## config.mk

```make
export PLATFORM = sky130hd
export DESIGN_NAME = frame_rx
export DESIGN_NICKNAME = d
export VERILOG_FILES = /design/src/rtl/lamp_pkg.sv /design/src/rtl/sync_edge.sv /design/src/rtl/frame_rx.sv
export SDC_FILE = /design/constraint.sdc
export NUM_CORES = 1
export LEC_CHECK = 0
export CAP_MARGIN = 20
export CORE_AREA = 5 5 95 97
export DETAILED_ROUTE_END_ITERATION = 7
export DIE_AREA = 0 0 100 102
export PLACE_DENSITY = 0.71
export SYNTH_ARGS = -nofsm -noshare
export SYNTH_HDL_FRONTEND = slang
export SYNTH_HIERARCHICAL = 1
export SYNTH_SLANG_ARGS = --single-unit
```

## constraint.sdc

```tcl
create_clock -name i_clk -period 1.78 [get_ports i_clk]
set_input_delay 0.356 -clock i_clk [delete_from_list [all_inputs] [get_ports i_clk]]
set_output_delay 0.356 -clock i_clk [all_outputs]
set_load 0.005 [all_outputs]
```

## src/rtl/lamp_pkg.sv

```systemverilog
// Shared constants, state encoding and time-word helper for the LED-chain frame receiver.
package lamp_pkg;

    localparam int c_words_per_board = 32;
    localparam int c_bpc             = 12;
    localparam int c_max_time        = 1024;
    localparam int c_time_w          = $clog2(c_max_time);

    typedef enum logic [1:0] {
        st_hdr  = 2'd0,
        st_data = 2'd1,
        st_ovf  = 2'd2
    } rx_state_t;

    function automatic int channels(input int ledboards);
        return ledboards * c_words_per_board;
    endfunction

    // Out-of-range time words clamp to the longest transition instead of wrapping.
    function automatic logic [c_time_w-1:0] sat_time(input logic [c_bpc-1:0] w);
        if (|w[c_bpc-1:c_time_w])
            return c_time_w'(c_max_time - 1);
        else
            return w[c_time_w-1:0];
    endfunction

endpackage

```

## src/rtl/sync_edge.sv

```systemverilog
// Two-flop synchronizer for an asynchronous host line, plus a rising-edge pulse on the synced value.
module sync_edge (
    input  logic i_clk,
    input  logic i_rst_n,
    input  logic i_d,
    output logic o_rise
);

    logic [2:0] sync_sr;

    always_ff @(posedge i_clk or negedge i_rst_n) begin
        if (!i_rst_n)
            sync_sr <= '0;
        else
            sync_sr <= {sync_sr[1:0], i_d};
    end

    assign o_rise = sync_sr[1] & ~sync_sr[2];

endmodule

```

## src/rtl/frame_rx.sv

```systemverilog
// Serial frame receiver: deserialises a time word plus one word per channel and writes
// channels into the framebuffer in chain order; a latch edge commits or rejects the frame.
//
//   state   | meaning
//   --------+--------------------------------------------------------------
//   st_hdr  | shifting the time word
//   st_data | shifting channel words, each completed word is written out
//   st_ovf  | more words than channels; ignore bits until latch
module frame_rx
    import lamp_pkg::*;
#(
    parameter  int c_ledboards = 30,
    localparam int c_channels  = channels(c_ledboards),
    localparam int c_addr_w    = $clog2(c_channels)
) (
    input  logic                i_clk,
    input  logic                i_rst_n,
    input  logic                i_sclk,
    input  logic                i_sdi,
    input  logic                i_lat,
    output logic                o_wen,
    output logic [c_addr_w-1:0] o_waddr,
    output logic [c_bpc-1:0]    o_wdata,
    output logic [c_time_w-1:0] o_time,
    output logic                o_frame_done,
    output logic                o_err
);

    localparam int c_bit_w  = $clog2(c_bpc);
    localparam int c_word_w = $clog2(c_channels + 3);

    logic                sclk_rise;
    logic                lat_rise;
    logic [1:0]          sdi_sync;
    logic [c_bpc-2:0]    shift_reg;
    logic [c_bpc-1:0]    word_next;
    logic [c_bit_w-1:0]  bit_cnt;
    logic [c_word_w-1:0] word_cnt;
    logic [c_time_w-1:0] time_hold;
    logic                last_bit;
    rx_state_t           state;

    sync_edge u_sync_sclk (
        .i_clk   (i_clk),
        .i_rst_n (i_rst_n),
        .i_d     (i_sclk),
        .o_rise  (sclk_rise)
    );

    sync_edge u_sync_lat (
        .i_clk   (i_clk),
        .i_rst_n (i_rst_n),
        .i_d     (i_lat),
        .o_rise  (lat_rise)
    );

    // sdi is tapped at the same depth as the sclk edge detector so each edge sees its own bit.
    always_ff @(posedge i_clk or negedge i_rst_n) begin
        if (!i_rst_n)
            sdi_sync <= '0;
        else
            sdi_sync <= {sdi_sync[0], i_sdi};
    end

    assign word_next = {shift_reg, sdi_sync[1]};
    assign last_bit  = (bit_cnt == c_bit_w'(c_bpc - 1));

    always_ff @(posedge i_clk or negedge i_rst_n) begin
        if (!i_rst_n) begin
            state        <= st_hdr;
            shift_reg    <= '0;
            bit_cnt      <= '0;
            word_cnt     <= '0;
            time_hold    <= '0;
            o_wen        <= 1'b0;
            o_waddr      <= '0;
            o_wdata      <= '0;
            o_time       <= '0;
            o_frame_done <= 1'b0;
            o_err        <= 1'b0;
        end else begin
            o_wen        <= 1'b0;
            o_frame_done <= 1'b0;
            o_err        <= 1'b0;
            // Latch takes priority; a coincident sclk edge is dropped.
            if (lat_rise) begin
                if (word_cnt == c_word_w'(c_channels + 1) && bit_cnt == '0) begin
                    o_time       <= time_hold;
                    o_frame_done <= 1'b1;
                end else begin
                    o_err <= 1'b1;
                end
                bit_cnt  <= '0;
                word_cnt <= '0;
                state    <= st_hdr;
            end else if (sclk_rise && state != st_ovf) begin
                shift_reg <= word_next[c_bpc-2:0];
                if (last_bit) begin
                    bit_cnt  <= '0;
                    word_cnt <= word_cnt + 1'b1;
                    case (state)
                        st_hdr: begin
                            time_hold <= sat_time(word_next);
                            state     <= st_data;
                        end
                        st_data: begin
                            if (word_cnt == c_word_w'(c_channels + 1)) begin
                                state <= st_ovf;
                            end else begin
                                o_wen   <= 1'b1;
                                o_waddr <= c_addr_w'(c_channels - int'(word_cnt));
                                o_wdata <= word_next;
                            end
                        end
                        default: ;
                    endcase
                end else begin
                    bit_cnt <= bit_cnt + 1'b1;
                end
            end
        end
    end

endmodule

```

### Yosys cells after proc, flatten, opt, wreduce, memory -nomap -nowiden

Cells that the tools add are included.

* equal/unequal tests: 5
* reductions and logical operators: 14
* bitwise logic cells: 6
* multiplexer cells: 21
* add/subtract/negate cells: 3

Operators with widths (number)
* 2-to-1 mux 10 bit: 4
* 2-to-1 mux 4 bit: 3
* adder 10 x 1 -> 10 bit, second input constant: 1
* equality test 10 bit, second input constant: 1
* subtractor 10 bit, first input constant: 1
* 2-to-1 mux 1 bit: 9
* 2-to-1 mux 2 bit: 4
* AND reduction 4 bit: 2
* AND reduction 2 bit: 3
* AND reduction 5 bit: 1
* adder 4 x 1 -> 4 bit, second input constant: 1
* equality test 4 bit, second input constant: 1
* zero test 4 bit: 1
* NOT 1 bit: 4
* case mux 2 bit (2 select lines): 1
* nonzero test 2 bit: 2
* inequality test 3 bit, second input constant: 1
* nonzero test 3 bit: 1
* bitwise AND 1 bit: 2
* equality test 2 x 1 -> 1 bit, second input constant: 1
* logical AND 1 bit: 2
* zero test 2 bit: 1
* inequality test 2 bit, second input constant: 1
* OR reduction 2 bit: 1

* output and inout bits: 35
* logic and storage cells: 63
* flip-flop bits (word level): 80
* input bits: 5

### Logic depth before layout (Yosys ltp)

Gate-level depths: netlist of the first run.

* depth in word-level cells: 6
* depth in mapped cells: 6
* gate-level depth less buffers: 6

### Modules after synthesis

Netlist of the first run, hierarchy kept.

By module, submodules not included
* frame_rx: sequential area each 1851.8 um2, cells each 252, instances 1, area an instance 3343.2 um2
* sync_edge: sequential area each 75.1 um2, cells each 4, instances 2, area an instance 88.8 um2

### Least setup slack after synthesis of the first run

No wires, ideal clock.

* path type: reg2reg
* from: reg bit_cnt[0]
* to: reg o_waddr[9]
* path slack: -0.180 ns
* data arrival time: 1.835 ns
* period minus slack after synthesis: 1.960 ns
* data required time: 1.655 ns
* cell stages (with the launch flop): 7
* buffers on the path: 1
* library setup time: 0.125 ns
* cell sequence: dfrtp_1 > ha_1 > and3b_1 > nand3_2 > nor4_4 > buf_6 > mux2_4

* word-level cells in the longest chain between the ends: 2

Ends and longest elaborated chain
* start: declaration: line frame_rx.sv:37 `logic [c_bit_w-1:0] bit_cnt;`
* start signal: assignment: line frame_rx.sv:118 `bit_cnt <= bit_cnt + 1'b1;`
* equality test 4 bit: line frame_rx.sv:66 `assign last_bit = (bit_cnt == c_bit_w'(c_bpc - 1));`
* AND reduction 5 bit (no line)
* end signal: assignment: line frame_rx.sv:111 `o_waddr <= c_addr_w'(c_channels - int'(word_cnt));`
* end: declaration: line frame_rx.sv:22 `output logic [c_addr_w-1:0] o_waddr,`

Every way passes these cells.
A chain may end at the register's enable or synchronous reset.

### Final worst setup path of the first run

* from: reg bit_cnt[1]
* to: reg o_waddr[3]

Same word-level chain as after synthesis.

==> results of run 1 <==
==> metrics by stage <==
step                setup TNS, ns  area, um^2
floorplan                   -2.95        3530
global placement           -0.854        4290
detailed placement          -2.51        4290
CTS                         -1.89        4650
global route                -6.41        4780
finish                      -2.49        4780
==> worst max-delay path by stage <==
stage / from / to / slack [ns] / cells after the start
final: bit_cnt[1] / o_waddr[3] / -0.11 / 7
after global routing: bit_cnt[1] / o_waddr[9] / -0.22 / 7
after CTS: bit_cnt[1] / o_waddr[3] / -0.10 / 7
after detailed placement: bit_cnt[1] / o_wdata[3] / -0.12 / 6
after global placement: bit_cnt[0] / o_wdata[0] / -0.07 / 6
after floorplan: bit_cnt[0] / o_waddr[9] / -0.16 / 6
==> layout make-up <==
| class | count | area [um^2] |
|---|---|---|
| well taps | 105 | 131 |
| clock buffers | 10 | 128 |
| repair buffers | 90 | 867 |
| fillers | 637 | 3280 |
| inverters | 6 | 22.5 |
| flip-flops and latches | 80 | 2000 |
| clock inverters | 6 | 93.8 |
| multi-input cells | 162 | 1530 |
==> synth_stat cells, drive strengths merged (2+ instances only) <==
master,number,share of area [%]
nor4,2,1.2
o31ai,3,0.64
nand3,6,0.99
mux2i,2,0.57
ha,5,1.8
nand4,5,0.89
mux2,53,19
and3,2,0.39
nor3,2,0.28
or4,3,0.64
dfrtp,80,57
nor3b,2,0.43
a21oi,13,1.8
nor2,12,1.5
buf,7,1.5
xnor2,9,2.2
or3,15,2.7
clkbuf,5,0.57
nand2,8,0.85
inv,6,0.64
o21ai,6,0.85
and3b,3,0.78
nand2b,2,0.36
nor2b,2,0.78
==> where the power goes <==
part | switching [mW] | internal, mW
clock network | 0.670 | 0.798
logic | 0.155 | 0.232
registers | 0.176 | 1.94
total | 1.00 | 2.97
==> layer usage <==
metal	wire length (um)	up-vias	GRT usage, %
li1	-	1103	-
met1	3260	1219	20.3
met5	0	-	0
met3	287	21	2.73
met2	3850	63	24.8
met4	235	0	8.50
==> logic make-up after synthesis <==
| kind of cell | after synthesis | share of synthesized area [%] |
|---|---|---|
| compound gates | 26 | 4.30 |
| xor+xnor | 10 | 2.49 |
| fa+ha+maj | 5 | 1.78 |
| buf+inv | 18 | 2.74 |
| flops | 80 | 56.9 |
| mux | 55 | 19.5 |
| simple gates | 66 | 12.3 |
==> what timing repair did <==
action,4_1_cts,5_1_grt
cloned,2,1
endpoints found under the setup margin,36,48
hold endpoints to repair,30,0
resized for setup,10,25
setup buffers,6,5
hold buffers,1,0
pin swaps,4,3
==> metrics, run 1 <==
status=complete, but fails checks; failing checks=negative setup slack; port bufs=39; ANT cells=0; Final Skew=0.0121 ns; initial DRC count=between 50 and 60; Power, Total=3.97 mW; fin worst setup slack=-0.113 ns; crit-path cells=ha_2 -> and3b_2 -> nand3_4 -> nor4_4 -> buf_6 -> buf_12 -> mux2_4; Slew HR=72.0%; slowest stage delay, CP=between 0.3 and 0.4 ns; Vias=2406; Hold Path Sink=u_sync_sclk/sync_sr[1]; Slew @ Worst Pin=0.420 ns; Cell Area, Synth=3520 um^2; DRC=0; R2R Setup Slk=-0.11 ns; Final ANT Viol Nets=0; Final Max Tran Viols=0; EDFF count, synth=0; Die Area=10200 um^2; die width=100 um; placed cells=between 400 and 500; Clock Sinks=80; # nets final=between 300 and 400; GRT Total Usage=between 10% and 20%; largest net degree at the start of global routing=36; critical path's top delay family=simple AND/OR/NAND/NOR gates; WP buf/inv=2; reg2reg end=o_waddr[3]; YS warnings=6; final core occ=between 50 and 60%; core area=8050 um^2; vias per cell=approximately 5.2; max cap viols=0; Post-Route WL=7640 um; Syn Inst Count=260; post-synth net total=270; Synth cell types=39; RSZ-0062 raised after global routing=yes; TritonCTS Buffers=9; row count=33; worst hold start=u_sync_sclk/sync_sr[0]; FF-to-FF path depth=7; Worst path slowest cell=dfrtp_1; Worst setup EP type=register; Area Overhead vs Synth=35.6%; worst path required time=about 2 ns; Setup CP Type=reg -> reg; commonest non-fill, non-tap cell in the layout=dfrtp_1; Starting Density=43.7%; async set-reset flop share out of synthesis=100%; Final Non-Filler Cells=around 460; initial antenna violation count=0; worst-path maximum fanout=7; data arrival time of the worst path=2.13 ns; top_reg_cell synth=dfrtp_1; syn_area_per_cell=between 10 and 15 um^2; # setup viols final=35; grt ovf=0; vias in the first global route=2545; Fin. Hold Viols=0; first-pass GRT wire length=12500 um; dpl ws=-0.123 ns; hold_ws=between 0.3 and 0.4 ns; H-tree depth=3; root buf cell=clkbuf_8; static leakage=2.17 nW; most frequent cells in the layout=80 x dfrtp_1, 43 x buf_4, 38 x clkdlybuf4s50_1; Seq cells post-synth=80; worst skew pair latency=0.35 ns; FMAX=0.528 GHz; type of the most critical hold path=reg -> reg; worst vdd ir=0.000410 V; # IOs=40; reg2reg start=bit_cnt[1]; min Tclk post-route=between 1.5 and 2 ns; Die H=102 um; routability cong.=0.902; max FFs per register=12; share of cells above drive strength 1=40.7%; hold depth=0; Reg clk slew, reported paths=0.08 ns; startpoint types=register; Seq/Total Area, Yosys=56.9%; hpwl dp=4770 um; Wirelength per Cell=roughly 17 um; DRT Pass-1 Iters=4; period utilisation layout=106%; CTS max path bufs=2; CTS tree=done; P per Cell Area=832 nW/um^2
No activity file was read; power rests on OpenSTA's default activity.
==> run 2: changes to the inputs <==
--- a/config.mk
+++ b/config.mk
@@ -10,4 +10,5 @@
 export DETAILED_ROUTE_END_ITERATION = 7
 export DIE_AREA = 0 0 100 102
+export MAX_ROUTING_LAYER = met4
 export PLACE_DENSITY = 0.71
 export SYNTH_ARGS = -nofsm -noshare
==> constraint.sdc (replaced) <==
create_clock -name i_clk -period 1.78 [get_ports i_clk]
set_input_delay 0.356 -clock i_clk [delete_from_list [all_inputs] [get_ports i_clk]]
set_output_delay 0.356 -clock i_clk [all_outputs]
set_load 0.05 [all_outputs]
==> metrics, run 2 (synthesis results as in run 1) <==
status=complete, but fails checks; failing checks=negative hold slack, negative setup slack; startpoint types=register; GRT Total Usage=15.5% (-0.11 points); Final ANT Viol Nets=0 (unchanged); root buf cell=clkbuf_8; slowest stage delay, CP=0.37 ns (about the same); max cap viols=0 (unchanged); worst vdd ir=0.000480 V (+17%); largest net degree at the start of global routing=81 (+130%); Wirelength per Cell=16.7 um (+0.40%); CTS tree=done; initial antenna violation count=0 (unchanged); dpl ws=-0.129 ns (-0.00599 ns); CTS Hold Bufs=0 (-1); hold_ws=-0.00446 ns (-0.356 ns); Slew @ Worst Pin=0.443 ns (+0.0226 ns); P per Cell Area=870 nW/um^2 (+4.6%); # setup viols final=35 (unchanged); row count=33 (unchanged); post-route cell area=4690 um^2 (-1.8%); most frequent cells in the layout=80 x dfrtp_1, 75 x buf_4, 32 x mux2_4; data arrival time of the worst path=2.16 ns (+0.03 ns); type of the most critical hold path=in -> async; static leakage=2.25 nW (+3.8%); DRC=0 (unchanged); Area Overhead vs Synth=33.2%; vias per cell=5.18 (-1.1%); RSZ-0062 raised after global routing=yes; # IOs=40 (unchanged); Vias=2369 (-1.5%); R2R Setup Slk=-0.14 ns (-0.03 ns); hpwl dp=4690 um (-1.7%); DRT Pass-1 Iters=4 (unchanged); Reg clk slew, reported paths=0.08 ns (about the same); setup_tns=-3.03 ns (-0.537 ns); Final Skew=0.00847 ns (-0.00363 ns); dpl cell area=4190 um^2 (-2.4%); layout filler cell count=630 (-1.1%); Fin. Hold Viols=1 (+1); port bufs=39 (unchanged); # nets final=357 (-0.56%); Clock Sinks=80 (unchanged); first-pass GRT wire length=11900 um (-4.9%); share of cells above drive strength 1=49.7% (+9.0 points); Setup CP Type=reg -> reg; routability cong.=0.932 (+3.3%); period utilisation layout=108% (+1.5 points); TritonCTS Buffers=9 (unchanged); Worst path slowest cell=dfrtp_1; worst-path maximum fanout=7 (unchanged); max FFs per register=12 (unchanged); Slew HR=70.5% (-1.5 points); FMAX=0.521 GHz (-1.4%); grt ovf=0 (unchanged); worst skew pair latency=0.35 ns (about the same); Final Max Tran Viols=0 (unchanged); core area=8050 um^2 (unchanged); Worst setup EP type=register; Starting Density=43.7% (unchanged); vias in the first global route=2402 (-5.6%); min Tclk post-route=1.92 ns (+0.0275 ns); crit-path cells=ha_2 -> and3b_2 -> nand3_4 -> nor4_4 -> buf_6 -> buf_12 -> mux2_4; Die H=102 um (unchanged); fin worst setup slack=-0.141 ns (-0.0275 ns); CTS max path bufs=2 (unchanged); Die Area=10200 um^2 (unchanged); Post-Route WL=7640 um (about the same); initial DRC count=106 (+93%); ANT cells=0 (unchanged); commonest non-fill, non-tap cell in the layout=dfrtp_1; die width=100 um (unchanged); H-tree depth=3 (unchanged); worst path required time=2.02 ns (about the same)
[run 2: critical path: cells and delay by family (launching register included)]
family,cells,cell delay (ns)
simple gates,3,0.62
mux,1,0.30
flops,1,0.37
fa+ha+maj,1,0.20
buf+inv,2,0.32
[run 2: layout make-up]
cell class,instances,area [um^2],area share [%]
clock inverters,6,97.6,2.08
flip-flops and latches,80,2000,42.7
inverters,6,27.5,0.587
multi-input cells,163,1530,32.6
repair buffers,87,763,16.3
clock buffers,10,138,2.93
well taps,105,131,2.80
[run 2: repair_timing]
| item | 4_1_cts | 5_1_grt |
|---|---|---|
| cloned | 2 | 2 |
| resized for setup | 11 | 25 |
| endpoints found under the setup margin | 36 | 49 |
| pin swaps | 5 | 12 |
| hold endpoints to repair | 0 | 0 |
| setup buffers | 5 | 8 |
[run 2: worst paths after layout]
| path | startpoint | to | cells past startpoint |
|---|---|---|---|
| min | i_rst_n | bit_cnt[3] | 2 |
| max reg2reg | bit_cnt[0] | o_waddr[7] | 7 |
| min in group i_clk | u_sync_sclk/sync_sr[0] | u_sync_sclk/sync_sr[1] | 0 |
| max in group asynchronous | i_rst_n | o_frame_done | 2 |
| max | bit_cnt[0] | o_waddr[7] | 7 |
| min reg2reg | u_sync_sclk/sync_sr[0] | u_sync_sclk/sync_sr[1] | 0 |
[run 2: per-layer routing]
| metal | part of all wire [%] | GRT usage (%) | vias up |
|---|---|---|---|
| met5 | 0 | - | - |
| met4 | 1.7 | 6.01 | 0 |
| met3 | 4.5 | 4.30 | 12 |
| met2 | 50 | 24.3 | 65 |
| met1 | 44 | 19.0 | 1189 |
| li1 | - | - | 1103 |
[run 2: metrics by stage]
stage               power, mW  hold slack, ns  instances  utilization [%]
floorplan                2.34          0.0604        260                -
global placement         2.49           0.332        427             52.0
detailed placement       2.51           0.340        427             52.0
CTS                      4.09          0.0282        450             56.5
global route             4.28          0.0437        457             58.3
finish                   4.08        -0.00446        457             58.3
[run 2: power breakdown]
group	total, mW	leakage, nW	internal (mW)	switching (mW)
Combinational	0.393	1.06	0.231	0.161
Clock	1.56	0.119	0.851	0.710
Sequential	2.13	1.08	1.94	0.185
==> run 3: changes to the inputs <==
CORE_AREA = 5 5 90 92   (was 5 5 95 97)
DIE_AREA = 0 0 95 97   (was 0 0 100 102)
PLACE_DENSITY = 0.78   (was 0.71)
==> metrics, run 3 (synthesis results as in run 1) <==
min Tclk post-route=1.93 ns (+0.00959 ns); share of cells above drive strength 1=51.7% (+2.0 points); first-pass GRT wire length=12700 um (+6.6%); critical path's top delay family=simple AND/OR/NAND/NOR gates; Vias=2466 (+4.1%); DRT Pass-1 Iters=4 (unchanged); failing checks=negative setup slack; Area Overhead vs Synth=34.9%; Wirelength per Cell=17.9 um (+7.3%); max FFs per register=12 (unchanged); Slew @ Worst Pin=0.444 ns (+0.000965 ns); die width=95 um (-5.0%); Slew HR=70.4% (about the same); setup_tns=-4.01 ns (-0.982 ns); most frequent cells in the layout=80 x dfrtp_1, 78 x buf_4, 38 x mux2_4; worst-path maximum fanout=4 (-3); Worst setup EP type=register; worst skew pair latency=0.37 ns (+0.02 ns); Final ANT Viol Nets=0 (unchanged); placed cells=421 (-1.4%); Worst path slowest cell=or4_4; status=complete, but fails checks; grt ovf=0 (unchanged); ANT cells=0 (unchanged); period utilisation layout=108% (+0.54 points); startpoint types=register; static leakage=2.28 nW (+0.95%); initial DRC count=127 (+20%); core area=7140 um^2 (-11%); Fin. Hold Viols=0 (-1); CTS tree=done; H-tree depth=3 (unchanged); slowest stage delay, CP=0.61 ns (+0.24 ns); row count=31 (-6.1%); routability cong.=0.927 (-0.53%); Post-Route WL=8190 um (+7.3%); fin worst setup slack=-0.150 ns (-0.00959 ns); DRC=0 (unchanged); vias in the first global route=2516 (+4.7%); crit-path cells=ha_2 -> and3b_2 -> buf_6 -> buf_6 -> nand4_1 -> or4_4 -> a21oi_4; data arrival time of the worst path=2.22 ns (+0.06 ns); type of the most critical hold path=reg -> reg; vias per cell=5.40 (+4.1%); Die H=97 um (-4.9%); Final Max Tran Viols=0 (unchanged); CTS max path bufs=2 (unchanged); Starting Density=49.3% (+5.6 points); # setup viols final=37 (+5.7%); dpl cell area=4180 um^2 (-0.18%); Setup CP Type=reg -> reg; largest net degree at the start of global routing=36 (-56%); Clock Sinks=80 (unchanged); Final Non-Filler Cells=457 (unchanged); Reg clk slew, reported paths=0.08 ns (about the same); Die Area=9220 um^2 (-9.7%); commonest non-fill, non-tap cell in the layout=dfrtp_1; worst path required time=2.07 ns (+0.05 ns); port bufs=39 (unchanged); WP buf/inv=2 (unchanged); most frequent CP cell=buf_6; P per Cell Area=827 nW/um^2 (-4.9%); FMAX=0.518 GHz (-0.50%); root buf cell=clkbuf_8; Power, Total=3.93 mW (-3.7%); worst vdd ir=0.000463 V (-3.4%); GRT Total Usage=18.2% (+2.7 points); max cap viols=0 (unchanged); layout filler cell count=516 (-18%); Final Skew=0.0185 ns (+0.0100 ns); RSZ-0062 raised after global routing=yes; post-route cell area=4750 um^2 (+1.3%); # IOs=40 (unchanged); # nets final=363 (+1.7%); hpwl dp=4770 um (+1.8%); TritonCTS Buffers=9 (unchanged); initial antenna violation count=0 (unchanged)
==> run 3: cell type report <==
| cell class | instances | area [um^2] | share of cell area, % |
|---|---|---|---|
| clock inverters | 7 | 76.3 | 1.61 |
| repair buffers | 93 | 822 | 17.3 |
| flip-flops and latches | 80 | 2000 | 42.1 |
| well taps | 99 | 124 | 2.61 |
| multi-input cells | 163 | 1580 | 33.3 |
| inverters | 6 | 22.5 | 0.474 |
| clock buffers | 9 | 124 | 2.61 |
==> run 3: report_power, final <==
part	switching [mW]	internal, mW
combinational	0.179	0.244
clock	0.711	0.662
sequential	0.191	1.94
total	1.08	2.85
==> run 3: path summary, 6_finish.rpt <==
| check | startpoint | end | slack [ns] | cells past startpoint |
|---|---|---|---|---|
| setup reg to reg | bit_cnt[0] | word_cnt[7] | -0.15 | 7 |
| min in group asynchronous | i_rst_n | sdi_sync[0] | 0.49 | 2 |
| hold / removal | sdi_sync[0] | sdi_sync[1] | 0.35 | 0 |
| setup / recovery | bit_cnt[0] | word_cnt[7] | -0.15 | 7 |
| hold reg to reg | sdi_sync[0] | sdi_sync[1] | 0.35 | 0 |
| max in group asynchronous | i_rst_n | time_hold[2] | 0.75 | 3 |
==> run 3: per-stage QoR <==
| step | setup slack, ns | util, % | hold WS (ns) |
|---|---|---|---|
| floorplan | -0.157 | - | 0.0604 |
| global placement | -0.104 | 58.6 | 0.326 |
| detailed placement | -0.202 | 58.6 | 0.336 |
| CTS | -0.108 | 64.6 | 0.357 |
| global route | -0.247 | 66.6 | 0.368 |
| finish | -0.150 | 66.6 | 0.354 |
==> run 3: routing by layer <==
metal	routed length [um]	vias to the layer above	part of all wire, %	GRT usage [%]
met5	0	-	0	-
met4	160	0	2.0	6.33
met3	332	16	4.1	4.11
met2	4040	83	49	27.2
met1	3660	1257	45	24.3
li1	-	1110	-	-
==> run 3: timing repair <==
action / in CTS / in global routing
endpoints found under the hold margin: 31 / 0
pin swaps: 10 / 10
gates resized for setup: 24 / 20
endpoints found under the setup margin: 37 / 51
buffers inserted: 12 / 5
gates cloned: 2 / 2
hold buffers: 1 / 0
